**src/rtl/pattern_bit_serializer_pkg.sv**
```systemverilog
`default_nettype none
// ============================================================================
// Module  : pattern_bit_serializer_pkg
// Brief   : Shared constants and state encoding for the pattern bit
//           serializer that feeds the 10101 sequence detector.
// Revision: 1.0 - initial release
// ============================================================================
package pattern_bit_serializer_pkg;

  // Default pattern geometry; LEN_W must be wide enough to hold WIDTH itself
  localparam int   c_def_width    = 16;
  localparam int   c_def_len_w    = 5;
  localparam logic c_def_idle_lvl = 1'b0;

  // Controller states
  typedef enum logic [1:0] {
    ST_IDLE  = 2'd0,
    ST_SHIFT = 2'd1,
    ST_DONE  = 2'd2
  } state_t;

endpackage : pattern_bit_serializer_pkg
`default_nettype wire

```
**src/rtl/pattern_bit_serializer.sv**
```systemverilog
`default_nettype none
// ============================================================================
// Module  : pattern_bit_serializer
// Brief   : Loads a parallel pattern of up to WIDTH bits and emits it one bit
//           per clock, MSB-first, on a registered serial line. Supports
//           single-shot and continuous-loop frames, abort, and a wrapping
//           completed-frame counter.
// Revision: 1.0 - initial release
// ============================================================================
module pattern_bit_serializer
  import pattern_bit_serializer_pkg::*;
#(
  parameter int   WIDTH    = c_def_width,
  parameter int   LEN_W    = c_def_len_w,
  parameter logic IDLE_LVL = c_def_idle_lvl
) (
  input  logic             clk,
  input  logic             rst,
  input  logic             start,
  input  logic [WIDTH-1:0] data_in,
  input  logic [LEN_W-1:0] len,
  input  logic             loop,
  input  logic             abort,
  output logic             x,
  output logic             busy,
  output logic             done,
  output logic [7:0]       frames
);

  localparam logic [LEN_W-1:0] c_width_len = LEN_W'(WIDTH);
  localparam logic [LEN_W-1:0] c_one_len   = LEN_W'(1);

  // Registered state
  state_t           r_state;
  logic [WIDTH-1:0] r_shift;   // bits still to be sent, next one at MSB
  logic [WIDTH-1:0] r_pat;     // captured pattern, left-aligned, for looping
  logic [LEN_W-1:0] r_len;     // effective frame length L
  logic [LEN_W-1:0] r_cnt;     // index of the bit currently on x
  logic             r_x;
  logic             r_busy;
  logic             r_done;
  logic [7:0]       r_frames;

  // Next-state values
  state_t           w_state_nxt;
  logic [WIDTH-1:0] w_shift_nxt;
  logic [WIDTH-1:0] w_pat_nxt;
  logic [LEN_W-1:0] w_len_nxt;
  logic [LEN_W-1:0] w_cnt_nxt;
  logic             w_x_nxt;
  logic             w_busy_nxt;
  logic             w_done_nxt;
  logic [7:0]       w_frames_nxt;

  // Capture helpers: clamp length and left-align the pattern so that
  // data_in[L-1] sits at the MSB; upper unused bits fall off the top.
  logic [LEN_W-1:0] w_len_eff;
  logic [LEN_W-1:0] w_shamt;
  logic [WIDTH-1:0] w_align;
  logic             w_accept;

  // Clamp requested length to WIDTH and align the incoming pattern
  always_comb begin
    w_len_eff = (len > c_width_len) ? c_width_len : len;
    w_shamt   = c_width_len - w_len_eff;
    w_align   = data_in << w_shamt;
    w_accept  = start && (len != '0);
  end

  // State register
  always_ff @(posedge clk or posedge rst) begin
    if (rst) begin
      r_state <= ST_IDLE;
    end else begin
      r_state <= w_state_nxt;
    end
  end

  // Next-state and next-output decode; abort overrides every state
  always_comb begin
    w_state_nxt  = r_state;
    w_shift_nxt  = r_shift;
    w_pat_nxt    = r_pat;
    w_len_nxt    = r_len;
    w_cnt_nxt    = r_cnt;
    w_x_nxt      = IDLE_LVL;
    w_busy_nxt   = 1'b0;
    w_done_nxt   = 1'b0;
    w_frames_nxt = r_frames;

    if (abort) begin
      w_state_nxt = ST_IDLE;
    end else begin
      case (r_state)
        ST_IDLE, ST_DONE: begin
          // A start in the DONE cycle is treated exactly like one in IDLE
          w_state_nxt = ST_IDLE;
          if (w_accept) begin
            w_state_nxt = ST_SHIFT;
            w_pat_nxt   = w_align;
            w_shift_nxt = w_align << 1;
            w_len_nxt   = w_len_eff;
            w_cnt_nxt   = w_len_eff - c_one_len;
            w_x_nxt     = w_align[WIDTH-1];
            w_busy_nxt  = 1'b1;
          end
        end

        ST_SHIFT: begin
          if (r_cnt == '0) begin
            // Last bit is on x now: the frame completes on this edge
            w_frames_nxt = r_frames + 8'd1;
            if (loop) begin
              w_shift_nxt = r_pat << 1;
              w_cnt_nxt   = r_len - c_one_len;
              w_x_nxt     = r_pat[WIDTH-1];
              w_busy_nxt  = 1'b1;
            end else begin
              w_state_nxt = ST_DONE;
              w_done_nxt  = 1'b1;
            end
          end else begin
            w_shift_nxt = r_shift << 1;
            w_cnt_nxt   = r_cnt - c_one_len;
            w_x_nxt     = r_shift[WIDTH-1];
            w_busy_nxt  = 1'b1;
          end
        end

        default: begin
          w_state_nxt = ST_IDLE;
        end
      endcase
    end
  end

  // Datapath and output registers
  always_ff @(posedge clk or posedge rst) begin
    if (rst) begin
      r_shift  <= '0;
      r_pat    <= '0;
      r_len    <= '0;
      r_cnt    <= '0;
      r_x      <= IDLE_LVL;
      r_busy   <= 1'b0;
      r_done   <= 1'b0;
      r_frames <= 8'd0;
    end else begin
      r_shift  <= w_shift_nxt;
      r_pat    <= w_pat_nxt;
      r_len    <= w_len_nxt;
      r_cnt    <= w_cnt_nxt;
      r_x      <= w_x_nxt;
      r_busy   <= w_busy_nxt;
      r_done   <= w_done_nxt;
      r_frames <= w_frames_nxt;
    end
  end

  assign x      = r_x;
  assign busy   = r_busy;
  assign done   = r_done;
  assign frames = r_frames;

endmodule : pattern_bit_serializer
`default_nettype wire

```
**config.mk**
```make
export PLATFORM = sky130hd
export DESIGN_NAME = pattern_bit_serializer
export DESIGN_NICKNAME = d
export VERILOG_FILES = /design/src/rtl/pattern_bit_serializer_pkg.sv /design/src/rtl/pattern_bit_serializer.sv
export SDC_FILE = /design/constraint.sdc
export NUM_CORES = 1
export LEC_CHECK = 0
export ABC_CLOCK_PERIOD_IN_PS = 4500
export BUFFER_PORTS_ARGS = -buffer_cell sky130_fd_sc_hd__buf_2
export CAP_MARGIN = 10
export CORE_MARGIN = 2
export CORE_UTILIZATION = 64
export CTS_BUF_LIST = sky130_fd_sc_hd__clkbuf_16
export DETAILED_ROUTE_END_ITERATION = 16
export MAX_ROUTING_LAYER = met4
export PLACE_DENSITY = 0.86
export SKIP_LAST_GASP = 1
export SYNTH_ARGS = -nofsm -noshare
export SYNTH_HDL_FRONTEND = slang
export SYNTH_SLANG_ARGS = --single-unit
```
**constraint.sdc**
```tcl
create_clock -name clk -period 4.5 [get_ports clk]
set_clock_uncertainty 0.15 [all_clocks]
set_input_delay 0.9 -clock clk [delete_from_list [all_inputs] [get_ports clk]]
set_output_delay 0.9 -clock clk [all_outputs]
set_load 0.005 [all_outputs]
```
==> results of run 1 <==
==> power by group through the flow <==
stage / Clock (mW) / Combinational [mW] / Sequential, mW
after floorplan: 0 / 0.350 / 0.673
after global placement: 0 / 0.434 / 0.690
after detailed placement: 0 / 0.449 / 0.694
after CTS: 0.452 / 0.457 / 0.691
after global routing: 0.474 / 0.520 / 0.706
final: 0.451 / 0.468 / 0.694
==> per-stage QoR <==
step / cell area (um2) / setup WS, ps / power (mW)
after floorplan: 3420 / 1380 / 1.02
after global placement: 3580 / 906 / 1.12
after detailed placement: 3580 / 857 / 1.14
after CTS: 3750 / 1130 / 1.60
after global routing: 3770 / 911 / 1.70
final: 3770 / 1060 / 1.61
==> routing by layer <==
layer | GRT usage | vias to the layer above | wire length (um)
met5 | - | - | 0
met4 | 0.145 | 0 | 287
met3 | 0.0565 | 37 | 654
met2 | 0.474 | 186 | 4020
met1 | 0.407 | 1494 | 3550
li1 | - | 1403 | -
==> sequential cells by signal, indices dropped and copies added, names as in the netlist <==
signal   flops
done         1
r_len        5
r_state      2
x            1
r_pat       16
r_cnt        5
frames       8
r_shift     15
busy         1
==> final timing paths <==
check	from	to	slack, ps	depth (start not counted)
worst min register to register	frames[7]$_DFFE_PP0P_	frames[7]$_DFFE_PP0P_	330	1
worst min-delay path	frames[7]$_DFFE_PP0P_	frames[7]$_DFFE_PP0P_	330	1
worst max register to register	r_cnt[0]$_DFFE_PP0P_	r_shift[14]$_DFFE_PP0P_	1980	7
min in group asynchronous	rst	frames[7]$_DFFE_PP0P_	380	2
max in group asynchronous	rst	r_cnt[0]$_DFFE_PP0P_	3310	3
worst max-delay path	len[4]	r_shift[6]$_DFFE_PP0P_	1060	11
==> area by class of cell <==
class / instances / area [um2]
Sequential cell: 54 / 1350
Clock buffer: 5 / 125
Clock inverter: 3 / 47.5
Tap cell: 70 / 87.6
Fill cell: 398 / 1370
Multi-Input combinational cell: 293 / 1880
Inverter: 10 / 40.0
Timing Repair Buffer: 42 / 238
==> worst register-to-register path: stages (launching register included) <==
cell                      delay (ps)
sky130_fd_sc_hd__dfrtp_1         430
sky130_fd_sc_hd__nor4_4          470
sky130_fd_sc_hd__nand2_2         320
sky130_fd_sc_hd__nor2_1          170
sky130_fd_sc_hd__o31a_2          370
sky130_fd_sc_hd__inv_2           210
sky130_fd_sc_hd__mux2i_1         200
sky130_fd_sc_hd__a21oi_1          60
==> cell families after synthesis <==
family,after synthesis
compound gates,77
xor+xnor,12
fa+ha+maj,3
buf+inv,37
flops,54
mux,32
simple gates,169
==> synthesized netlist by cell type (all sizes together), types with 3 or more instances <==
cell type	instances	area, um2
a21oi	17	85.1
nor4	4	40.0
a22o	4	35.0
a311oi	4	35.0
nand3	15	75.1
o31ai	3	22.5
o21ai	23	115
inv	10	40.0
mux4	7	158
nand2	72	273
xnor2	8	77.6
clkbuf	12	45.0
nor2b	5	31.3
xor2	4	42.6
nand2b	6	40.0
nor3	10	60.1
nor2	38	143
dfrtp	54	1350
buf	15	98.8
mux2i	22	220
a221oi	3	26.3
ha	3	37.5
nor3b	5	37.5
mux2	3	33.8
a31oi	10	62.6
==> metrics.txt, run 1 <==
# TYPE chip_impl_metric gauge
chip_impl_metric{name="power_leakage",unit="nW"} 1.70
chip_impl_info{name="critical_path.startpoint_type",value="input port"} 1
chip_impl_metric{name="ys_async_sr_fraction",unit=""} 1.00
chip_impl_info{name="critical_path_class",value="in2reg"} 1
chip_impl_metric{name="via_count_of_the_first_global_routing_pass",unit=""} 2943
chip_impl_metric{name="syn2layout_area_growth",unit="%"} 10.4
chip_impl_metric{name="core.rowCount",unit=""} 26
chip_impl_info{name="outcome",value="completed"} 1
chip_impl_metric{name="slew-limit-headroom",unit=""} 0.389
chip_impl_metric{name="synthesis.nets",unit=""} 413
chip_impl_info{name="layout_commonest_cell",value="sky130_fd_sc_hd__nand2_1"} 1
chip_impl_info{name="clock_tree_from_tritoncts",value="done"} 1
chip_impl_info{name="crit_slowest_cell",value="sky130_fd_sc_hd__ha_1"} 1
chip_impl_metric{name="proportion_of_total_power_due_to_net_switching",unit=""} 0.349
chip_impl_info{name="synth_top_family_by_area",value="simple AND/OR/NAND/NOR gates"} 1
chip_impl_metric{name="dp_cells",unit=""} 468
chip_impl_metric{name="finalWeightedCongestion",unit=""} 0.873
chip_impl_metric{name="cts_setup_buffers",unit=""} 0
chip_impl_metric{name="seq_area_frac_synth",unit=""} 0.396
chip_impl_metric{name="drt_pass1_iterations",unit=""} 5
chip_impl_metric{name="synth_simple_gate_area_frac",unit=""} 0.236
chip_impl_metric{name="initialDrtViolationCount",unit=""} 337
chip_impl_metric{name="antennaDiodeCount",unit=""} 0
chip_impl_metric{name="layoutNonFillerInstCount",unit=""} 477
chip_impl_metric{name="port_buffers",unit=""} 36
chip_impl_metric{name="final_nets",unit=""} 435
chip_impl_metric{name="synth_compound_gate_area_share",unit=""} 0.148
chip_impl_metric{name="synthCells",unit=""} 384
chip_impl_metric{name="synth_seq_cells",unit=""} 54
chip_impl_metric{name="power.share.sequential",unit=""} 0.430
chip_impl_metric{name="p_per_area",unit="mW/mm2"} 428
chip_impl_metric{name="finalWirelength",unit="um"} 8510
chip_impl_metric{name="cts.repair.resized",unit=""} 0
chip_impl_metric{name="vias_per_cell",unit=""} 6.54
chip_impl_metric{name="core_region_area",unit="mm2"} 0.00514
chip_impl_metric{name="clock_power_share",unit=""} 0.279
chip_impl_info{name="path_cells",value="buf_2 > nor2b_1 > inv_4 > ha_1 > buf_4 > mux2i_1 > mux2_1 > nor2_1 > o21ai_0 > nand2_1 > a22o_1"} 1
chip_impl_metric{name="io_pins",unit=""} 37
chip_impl_metric{name="post_synthesis_cell_area",unit="mm2"} 0.00342
chip_impl_metric{name="start_util",unit=""} 0.665
chip_impl_info{name="commonest_cells_after_routing_fill_and_taps_aside",value="sky130_fd_sc_hd__nand2_1, sky130_fd_sc_hd__dfrtp_1, sky130_fd_sc_hd__nor2_1"} 1
chip_impl_metric{name="whs",unit="ps"} 328
chip_impl_metric{name="clkSlewWorstSetupHoldPaths",unit="ps"} 70
chip_impl_metric{name="yosysWarningCount",unit=""} 0
chip_impl_metric{name="antenna_found_initial",unit=""} 0
chip_impl_metric{name="cts.sinks",unit=""} 54
chip_impl_metric{name="post_synthesis_mux_area_share",unit=""} 0.121
chip_impl_metric{name="grt_first_pass_wirelength",unit="um"} 14200
chip_impl_metric{name="ys_types",unit=""} 59
chip_impl_metric{name="die_x",unit="um"} 77.1
chip_impl_metric{name="intPower",unit="mW"} 1.05
chip_impl_metric{name="finalWorstPathRequiredPeriod",unit="ps"} 3440
chip_impl_metric{name="setup_violations",unit=""} 0
chip_impl_metric{name="place.detailed.hpwl",unit="um"} 5700
chip_impl_metric{name="cp_max_fo",unit=""} 20
chip_impl_metric{name="via_count",unit=""} 3120
chip_impl_metric{name="synth-edff-count",unit=""} 0
chip_impl_metric{name="synth-adder-area-share",unit=""} 0.0110
chip_impl_metric{name="total_cts_buffers",unit=""} 5
chip_impl_metric{name="totalNegativeSetupSlack",unit="ps"} 0
chip_impl_metric{name="hold_violations",unit=""} 0
chip_impl_metric{name="fraction_of_final_layout_cells_with_drive_strength_greater_than_1",unit=""} 0.177
chip_impl_metric{name="remaining_global_route_overflow",unit=""} 0
chip_impl_metric{name="worst_endpoint_data_arrival_time",unit="ps"} 3490
chip_impl_metric{name="comb_power_share",unit=""} 0.290
chip_impl_metric{name="timing.critical_path.slowest_cell_delay",unit="ps"} 580
chip_impl_metric{name="dieHeight",unit="um"} 77.1
chip_impl_metric{name="power_switching",unit="uW"} 563
chip_impl_metric{name="timing.max_cap.violations",unit=""} 0
chip_impl_info{name="rsz0062_at_grt",value="no"} 1
chip_impl_metric{name="clock_insertion_delay_worst_skew",unit="ps"} 300
chip_impl_info{name="worst_path_dominant_cell_family",value="adder cells"} 1
chip_impl_metric{name="clock_tree.htree_level_count",unit=""} 2
chip_impl_info{name="min-delay-path-class",value="reg2reg"} 1
chip_impl_metric{name="final_util",unit=""} 0.733
chip_impl_metric{name="timing.critical_path.required",unit="ps"} 4540
chip_impl_metric{name="gr-usage-all-layers",unit=""} 0.310
chip_impl_metric{name="post_cts_hold_buffer_count",unit=""} 0
chip_impl_metric{name="pin_count_of_the_biggest_net_entering_global_routing",unit=""} 55
chip_impl_metric{name="critical_path.n_buffers_inverters",unit=""} 3
chip_impl_metric{name="worst_ir_drop_vdd",unit="mV"} 0.217
chip_impl_metric{name="post_synth_xor_area_fraction",unit=""} 0.0352
chip_impl_metric{name="drcViolationCount",unit=""} 0
chip_impl_metric{name="die_area",unit="mm2"} 0.00594
chip_impl_metric{name="routedWlPerCell",unit="um"} 17.8
chip_impl_metric{name="slew_worst_pin",unit="ps"} 914
chip_impl_info{name="cts.root.buffer_cell",value="sky130_fd_sc_hd__clkbuf_16"} 1
chip_impl_info{name="synthFlopType",value="sky130_fd_sc_hd__dfrtp_1"} 1
chip_impl_metric{name="synth_area_per_cell",unit="um2"} 8.90
chip_impl_metric{name="cts_buffer_depth",unit=""} 2
chip_impl_metric{name="antenna_left",unit=""} 0
chip_impl_metric{name="layout_worst_path_cycle_share",unit=""} 0.765
chip_impl_metric{name="fmax",unit="GHz"} 0.290
chip_impl_info{name="cp-end-kind",value="flop"} 1
chip_impl_metric{name="max_slew_violations",unit=""} 0
(Power assumes the default switching activity.)
==> run 2, diff against run 1 <==
--- a/config.mk
+++ b/config.mk
@@ -5,15 +5,15 @@
 export SDC_FILE = /design/constraint.sdc
 export NUM_CORES = 1
 export LEC_CHECK = 0
-export ABC_CLOCK_PERIOD_IN_PS = 4500
+export ABC_CLOCK_PERIOD_IN_PS = 3450
 export BUFFER_PORTS_ARGS = -buffer_cell sky130_fd_sc_hd__buf_2
 export CAP_MARGIN = 10
 export CORE_MARGIN = 2
-export CORE_UTILIZATION = 64
+export CORE_UTILIZATION = 59
 export CTS_BUF_LIST = sky130_fd_sc_hd__clkbuf_16
 export DETAILED_ROUTE_END_ITERATION = 16
 export MAX_ROUTING_LAYER = met4
-export PLACE_DENSITY = 0.86
+export PLACE_DENSITY = 0.8
 export SKIP_LAST_GASP = 1
 export SYNTH_ARGS = -nofsm -noshare
 export SYNTH_HDL_FRONTEND = slang
==> constraint.sdc (replaced) <==
create_clock -name clk -period 3.45 [get_ports clk]
set_clock_uncertainty 0.15 [all_clocks]
set_input_delay 0.69 -clock clk [delete_from_list [all_inputs] [get_ports clk]]
set_output_delay 0.69 -clock clk [all_outputs]
set_load 0.005 [all_outputs]
==> run 2 against run 1 <==
Effect of this change:
- hold slack better by 2.5 ps
- cell area is 0.43% higher
- core utilization fell by 5.0 points
- register-to-register slack worse by 1100 ps
- die area increased by 8.0%
- final cell count up 1.7%
- non-clock buffer count up 6
- critical path type unchanged
- critical endpoint is now r_pat[14]$_DFFE_PP0P_
- largest cell class unchanged
- largest power group unchanged
==> metrics.txt, run 2 (same netlist as run 1, synthesis figures left out) <==
# TYPE chip_impl_metric gauge
chip_impl_metric{name="power_leakage",unit="nW"} 1.72
chip_impl_info{name="min-delay-path-class",value="in2async"} 1
chip_impl_metric{name="die_x",unit="um"} 80.1
chip_impl_metric{name="totalNegativeSetupSlack",unit="ps"} 0
chip_impl_info{name="cp-end-kind",value="flop"} 1
chip_impl_info{name="clock_tree_from_tritoncts",value="done"} 1
chip_impl_metric{name="clock_tree.htree_level_count",unit=""} 2
chip_impl_info{name="commonest_cells_after_routing_fill_and_taps_aside",value="sky130_fd_sc_hd__nand2_1, sky130_fd_sc_hd__dfrtp_1, sky130_fd_sc_hd__nor2_1"} 1
chip_impl_metric{name="layoutNonFillerInstCount",unit=""} 485
chip_impl_metric{name="final_nets",unit=""} 441
chip_impl_info{name="critical_path_class",value="in2reg"} 1
chip_impl_metric{name="antennaDiodeCount",unit=""} 0
chip_impl_metric{name="whs",unit="ps"} 331
chip_impl_metric{name="final.setup.worst_slack",unit="ps"} 315
chip_impl_metric{name="grt_first_pass_wirelength",unit="um"} 13400
chip_impl_metric{name="via_count",unit=""} 3032
chip_impl_metric{name="io_pins",unit=""} 37
chip_impl_info{name="cts.root.buffer_cell",value="sky130_fd_sc_hd__clkbuf_16"} 1
chip_impl_metric{name="slew_worst_pin",unit="ps"} 920
chip_impl_metric{name="remaining_global_route_overflow",unit=""} 0
chip_impl_metric{name="total_cts_buffers",unit=""} 5
chip_impl_metric{name="largest_reg_flops",unit=""} 16
chip_impl_metric{name="cts.sinks",unit=""} 54
chip_impl_metric{name="finalWorstPathRequiredPeriod",unit="ps"} 3140
chip_impl_metric{name="post_cts_hold_buffer_count",unit=""} 0
chip_impl_metric{name="routedWlPerCell",unit="um"} 17.0
chip_impl_metric{name="timing.critical_path.required",unit="ps"} 3480
chip_impl_metric{name="clkSlewWorstSetupHoldPaths",unit="ps"} 70
chip_impl_metric{name="max_slew_violations",unit=""} 0
chip_impl_metric{name="drt_pass1_iterations",unit=""} 6
chip_impl_metric{name="setup_violations",unit=""} 0
chip_impl_metric{name="core.rowCount",unit=""} 27
chip_impl_metric{name="fmax",unit="GHz"} 0.319
chip_impl_metric{name="worst_endpoint_data_arrival_time",unit="ps"} 3160
chip_impl_metric{name="place.detailed.hpwl",unit="um"} 5840
chip_impl_metric{name="layout_worst_path_cycle_share",unit=""} 0.909
chip_impl_metric{name="antenna_left",unit=""} 0
chip_impl_metric{name="core_region_area",unit="mm2"} 0.00554
chip_impl_metric{name="timing.max_cap.violations",unit=""} 0
chip_impl_metric{name="dpl_worst_slack",unit="ps"} 127
chip_impl_metric{name="global_route.usage.met2",unit=""} 0.437
chip_impl_info{name="critical_path.startpoint_type",value="input port"} 1
chip_impl_metric{name="globalRouteMet1Util",unit=""} 0.384
chip_impl_metric{name="cts_buffer_depth",unit=""} 2
chip_impl_metric{name="worst_ir_drop_vdd",unit="mV"} 0.264
chip_impl_metric{name="met3_usage",unit=""} 0.0393
chip_impl_metric{name="fraction_of_final_layout_cells_with_drive_strength_greater_than_1",unit=""} 0.189
chip_impl_metric{name="start_util",unit=""} 0.617
chip_impl_metric{name="cp_max_fo",unit=""} 10
chip_impl_info{name="rsz0062_at_grt",value="no"} 1
chip_impl_metric{name="die_area",unit="mm2"} 0.00641
chip_impl_metric{name="gr-usage-all-layers",unit=""} 0.277
chip_impl_info{name="regMostFlops",value="r_pat"} 1
chip_impl_metric{name="finalWirelength",unit="um"} 8240
chip_impl_metric{name="dp_cells",unit=""} 477
chip_impl_metric{name="via_count_of_the_first_global_routing_pass",unit=""} 2752
chip_impl_metric{name="vias_per_cell",unit=""} 6.25
chip_impl_metric{name="port_buffers",unit=""} 36
chip_impl_info{name="layout_commonest_cell",value="sky130_fd_sc_hd__nand2_1"} 1
chip_impl_metric{name="drcViolationCount",unit=""} 0
chip_impl_metric{name="slew-limit-headroom",unit=""} 0.386
chip_impl_metric{name="clock_insertion_delay_worst_skew",unit="ps"} 290
chip_impl_info{name="busiest_layer",value="met2"} 1
chip_impl_metric{name="syn2layout_area_growth",unit="%"} 10.8
chip_impl_metric{name="hold_violations",unit=""} 0
chip_impl_metric{name="finalWeightedCongestion",unit=""} 0.886
chip_impl_metric{name="cts_setup_buffers",unit=""} 0
chip_impl_metric{name="initialDrtViolationCount",unit=""} 345
chip_impl_metric{name="cts.repair.resized",unit=""} 0
chip_impl_metric{name="dieHeight",unit="um"} 80.1
chip_impl_metric{name="p_per_area",unit="mW/mm2"} 533
chip_impl_metric{name="antenna_found_initial",unit=""} 0
chip_impl_metric{name="pin_count_of_the_biggest_net_entering_global_routing",unit=""} 32
chip_impl_info{name="outcome",value="completed"} 1
chip_impl_metric{name="final_util",unit=""} 0.683
run 2: final cells by class:
type                            count  area (um2)
Sequential cell                    54        1350
Inverter                           10        40.0
Tap cell                           72        90.1
Clock inverter                      3        28.8
Fill cell                         437        1750
Timing Repair Buffer               48         270
Clock buffer                        5         125
Multi-Input combinational cell    293        1880
run 2: worst max-delay path, cell delays in order:
cell and delay, ps:
sky130_fd_sc_hd__buf_2 150, sky130_fd_sc_hd__nor2b_1 270, sky130_fd_sc_hd__inv_4 90, sky130_fd_sc_hd__ha_1 520, sky130_fd_sc_hd__buf_4 230, sky130_fd_sc_hd__buf_4 160, sky130_fd_sc_hd__mux2i_1 240, sky130_fd_sc_hd__mux2i_1 130
sky130_fd_sc_hd__mux2i_1 280, sky130_fd_sc_hd__o32ai_1 150, sky130_fd_sc_hd__nor2_1 170, sky130_fd_sc_hd__nor2_1 70
run 2: stage by stage:
stage / instance area, um2 / power [mW]
2_1_floorplan: 3420 / 1.33
3_3_place_gp: 3630 / 1.48
3_5_place_dp: 3630 / 1.50
4_1_cts: 3790 / 2.01
5_1_grt: 3790 / 2.14
6_report: 3790 / 2.02
run 2: path summary, 6_finish.rpt:
check	from	to	slack, ps	cells after the start
hold / removal	rst	r_pat[15]$_DFFE_PP0P_	330	2
max in group asynchronous	rst	r_pat[10]$_DFFE_PP0P_	2040	3
hold reg to reg	r_pat[1]$_DFFE_PP0P_	r_pat[1]$_DFFE_PP0P_	330	2
setup / recovery	len[0]	r_pat[14]$_DFFE_PP0P_	310	12
min in group clk	r_pat[1]$_DFFE_PP0P_	r_pat[1]$_DFFE_PP0P_	330	2
setup reg to reg	r_cnt[0]$_DFFE_PP0P_	r_shift[14]$_DFFE_PP0P_	920	7
run 2: metal layers:
layer | up-vias | routed length (um)
met5 | - | 0
met4 | 0 | 102
met3 | 13 | 570
met2 | 151 | 3870
met1 | 1454 | 3700
li1 | 1414 | -
run 2: power by group:
group	leakage (nW)	switching [mW]	internal [mW]	total (mW)
Clock	0.0759	0.236	0.277	0.513
Combinational	0.958	0.356	0.248	0.604
Sequential	0.686	0.116	0.784	0.900
Total	1.72	0.707	1.31	2.02
==> run 3, diff against run 2 <==
--- a/config.mk
+++ b/config.mk
@@ -12,6 +12,7 @@
 export CORE_UTILIZATION = 59
 export CTS_BUF_LIST = sky130_fd_sc_hd__clkbuf_16
 export DETAILED_ROUTE_END_ITERATION = 16
+export GPL_TIMING_DRIVEN = 0
 export MAX_ROUTING_LAYER = met4
 export PLACE_DENSITY = 0.8
 export SKIP_LAST_GASP = 1
==> run 3 against run 2 <==
Effect of this change:
- cell area rose by 2.1%
- sequential share of layout area down 0.75 points
- flip-flop and latch count stayed put
- power rose by 3.6%
- maximum frequency decreased by 2.3%
- non-clock buffer count up 14
- critical path type unchanged
- core utilization grew 1.5 points
- combinational power rose by 3%
- wire length rose by 2.7%
- clock power rose by 11%
- first-iteration DRC count is 19% lower
- global-route usage up 1.9 points
==> metrics.txt, run 3 (same netlist as run 1, synthesis figures left out) <==
# TYPE chip_impl_metric gauge
chip_impl_info{name="outcome",value="completed"} 1
chip_impl_info{name="regMostFlops",value="r_pat"} 1
chip_impl_metric{name="clock_power_share",unit=""} 0.272
chip_impl_info{name="critical_path.startpoint_type",value="input port"} 1
chip_impl_metric{name="via_count_of_the_first_global_routing_pass",unit=""} 2990
chip_impl_metric{name="power_leakage",unit="nW"} 1.75
chip_impl_metric{name="cts_buffer_depth",unit=""} 2
chip_impl_metric{name="grt_first_pass_wirelength",unit="um"} 14300
chip_impl_metric{name="comb_power_share",unit=""} 0.297
chip_impl_metric{name="fraction_of_final_layout_cells_with_drive_strength_greater_than_1",unit=""} 0.185
chip_impl_metric{name="die_area",unit="mm2"} 0.00641
chip_impl_metric{name="die_x",unit="um"} 80.1
chip_impl_metric{name="proportion_of_total_power_due_to_net_switching",unit=""} 0.340
chip_impl_metric{name="largest_reg_flops",unit=""} 16
chip_impl_metric{name="antenna_left",unit=""} 0
chip_impl_metric{name="cts_setup_buffers",unit=""} 0
chip_impl_metric{name="antenna_found_initial",unit=""} 0
chip_impl_metric{name="clkSlewWorstSetupHoldPaths",unit="ps"} 70
chip_impl_metric{name="via_count",unit=""} 3060
chip_impl_metric{name="io_pins",unit=""} 37
chip_impl_metric{name="worst_ir_drop_vdd",unit="mV"} 0.345
chip_impl_metric{name="finalWeightedCongestion",unit=""} 0.889
chip_impl_metric{name="finalWirelength",unit="um"} 8470
chip_impl_metric{name="timing.critical_path.slowest_cell_delay",unit="ps"} 300
chip_impl_metric{name="intPower",unit="mW"} 1.38
chip_impl_metric{name="cp_max_fo",unit=""} 10
chip_impl_info{name="commonest_cells_after_routing_fill_and_taps_aside",value="sky130_fd_sc_hd__nand2_1, sky130_fd_sc_hd__dfrtp_1, sky130_fd_sc_hd__buf_2"} 1
chip_impl_metric{name="fmax",unit="GHz"} 0.312
chip_impl_info{name="critical_path_class",value="in2reg"} 1
chip_impl_metric{name="antennaDiodeCount",unit=""} 0
chip_impl_info{name="crit_slowest_cell",value="sky130_fd_sc_hd__mux2i_1"} 1
chip_impl_metric{name="power_switching",unit="uW"} 709
chip_impl_metric{name="setup_violations",unit=""} 0
chip_impl_metric{name="remaining_global_route_overflow",unit=""} 0
chip_impl_metric{name="p_per_area",unit="mW/mm2"} 540
chip_impl_metric{name="final_area",unit="mm2"} 0.00387
chip_impl_metric{name="initialDrtViolationCount",unit=""} 280
chip_impl_metric{name="gr-usage-all-layers",unit=""} 0.296
chip_impl_metric{name="worst_endpoint_data_arrival_time",unit="ps"} 3230
chip_impl_info{name="min-delay-path-class",value="in2async"} 1
chip_impl_metric{name="core.rowCount",unit=""} 27
chip_impl_metric{name="slew_worst_pin",unit="ps"} 543
chip_impl_metric{name="dpl-instance-area",unit="mm2"} 0.00370
chip_impl_info{name="path_cells",value="buf_2 > nor2b_1 > buf_4 > inv_4 > ha_1 > clkbuf_1 > clkbuf_4 > mux2i_1 > o21ai_2 > mux2i_1 > o32ai_1 > nor2_1 > nor2_1"} 1
chip_impl_metric{name="timing.critical_path.required",unit="ps"} 3470
chip_impl_metric{name="power.share.sequential",unit=""} 0.431
chip_impl_metric{name="syn2layout_area_growth",unit="%"} 13.2
chip_impl_metric{name="core_region_area",unit="mm2"} 0.00554
chip_impl_info{name="cts.root.buffer_cell",value="sky130_fd_sc_hd__clkbuf_16"} 1
chip_impl_metric{name="drt_pass1_iterations",unit=""} 5
chip_impl_metric{name="final_nets",unit=""} 455
chip_impl_metric{name="finalWorstPathRequiredPeriod",unit="ps"} 3210
chip_impl_metric{name="timing.max_cap.violations",unit=""} 0
chip_impl_metric{name="total_cts_buffers",unit=""} 5
chip_impl_metric{name="start_util",unit=""} 0.617
chip_impl_info{name="rsz0062_at_grt",value="no"} 1
chip_impl_metric{name="dieHeight",unit="um"} 80.1
chip_impl_metric{name="clock_tree.htree_level_count",unit=""} 2
chip_impl_metric{name="routedWlPerCell",unit="um"} 17.0
chip_impl_metric{name="vias_per_cell",unit=""} 6.13
chip_impl_metric{name="layout_worst_path_cycle_share",unit=""} 0.930
chip_impl_metric{name="place.detailed.hpwl",unit="um"} 6210
chip_impl_info{name="cp-end-kind",value="flop"} 1
chip_impl_info{name="clock_tree_from_tritoncts",value="done"} 1
chip_impl_metric{name="total_power",unit="mW"} 2.09
chip_impl_metric{name="max_slew_violations",unit=""} 0
chip_impl_metric{name="port_buffers",unit=""} 34
chip_impl_metric{name="slew-limit-headroom",unit=""} 0.638
chip_impl_info{name="layout_commonest_cell",value="sky130_fd_sc_hd__nand2_1"} 1
chip_impl_metric{name="clock_insertion_delay_worst_skew",unit="ps"} 290
chip_impl_metric{name="hold_violations",unit=""} 0
chip_impl_metric{name="cts.sinks",unit=""} 54
chip_impl_metric{name="drcViolationCount",unit=""} 0
chip_impl_metric{name="pin_count_of_the_biggest_net_entering_global_routing",unit=""} 45
==> run 3: worst paths after layout <==
check                                  startpoint                     end  slack, ps  cells past startpoint
min                                           rst          busy$_DFF_PP0_        160                      2
min in group clk            frames[7]$_DFFE_PP0P_   frames[7]$_DFFE_PP0P_        320                      1
max                                        len[0]   r_pat[14]$_DFFE_PP0P_        240                     13
max reg2reg                r_state[0]$_DFFE_PP0P_  r_shift[5]$_DFFE_PP0P_       1000                      6
max in group asynchronous                     rst   r_pat[14]$_DFFE_PP0P_       2490                      3
min reg2reg                 frames[7]$_DFFE_PP0P_   frames[7]$_DFFE_PP0P_        320                      1
==> run 3: per-stage QoR <==
step / hold slack, ps / worst slack [ps] / TNS [ps] / util / instances
2_1_floorplan: 288 / 541 / 0 / - / 384
3_3_place_gp: 304 / 7.01 / 0 / 0.664 / 490
3_5_place_dp: 308 / -76.6 / -146 / 0.667 / 491
4_1_cts: 177 / 204 / 0 / 0.697 / 499
5_1_grt: 183 / 23.1 / 0 / 0.698 / 499
6_report: 164 / 241 / 0 / 0.698 / 499
==> run 3: layout make-up <==
class / count / area, um2
buffer: 27 / 146
clock inverter: 3 / 40.0
sequential: 54 / 1350
multi-input combinational: 293 / 1880
tap: 72 / 90.1
timing repair buffer: 35 / 190
inverter: 10 / 40.0
fill: 447 / 1670
clock buffer: 5 / 125
==> run 3: per-layer routing <==
layer | routed length, um | global-route usage | part of all wire
met1 | 3590 | 0.371 | 0.42
met2 | 4190 | 0.492 | 0.49
met4 | 214 | 0.0983 | 0.025
met5 | 0 | - | 0
met3 | 475 | 0.0483 | 0.056
==> run 3: power by group through the flow <==
stage	logic, mW	clock network [mW]	registers, mW
after global placement	0.580	0	0.900
final	0.621	0.567	0.900
after global routing	0.698	0.583	0.917
after CTS	0.614	0.560	0.897
after detailed placement	0.611	0	0.903
after floorplan	0.456	0	0.878
==> run 3: what timing repair did <==
item,in CTS,in global routing
setup endpoints to repair,0,2
resized for setup,0,2
hold buffers,0,0
==> run 3: worst max-delay path: cells and delay by family <==
kind	cells	cell delay (ps)
muxes	2	540
buffers and inverters	5	920
adders and majority gates	1	280
AOI/OAI and AO/OA	2	310
and+or+nand+nor	3	480
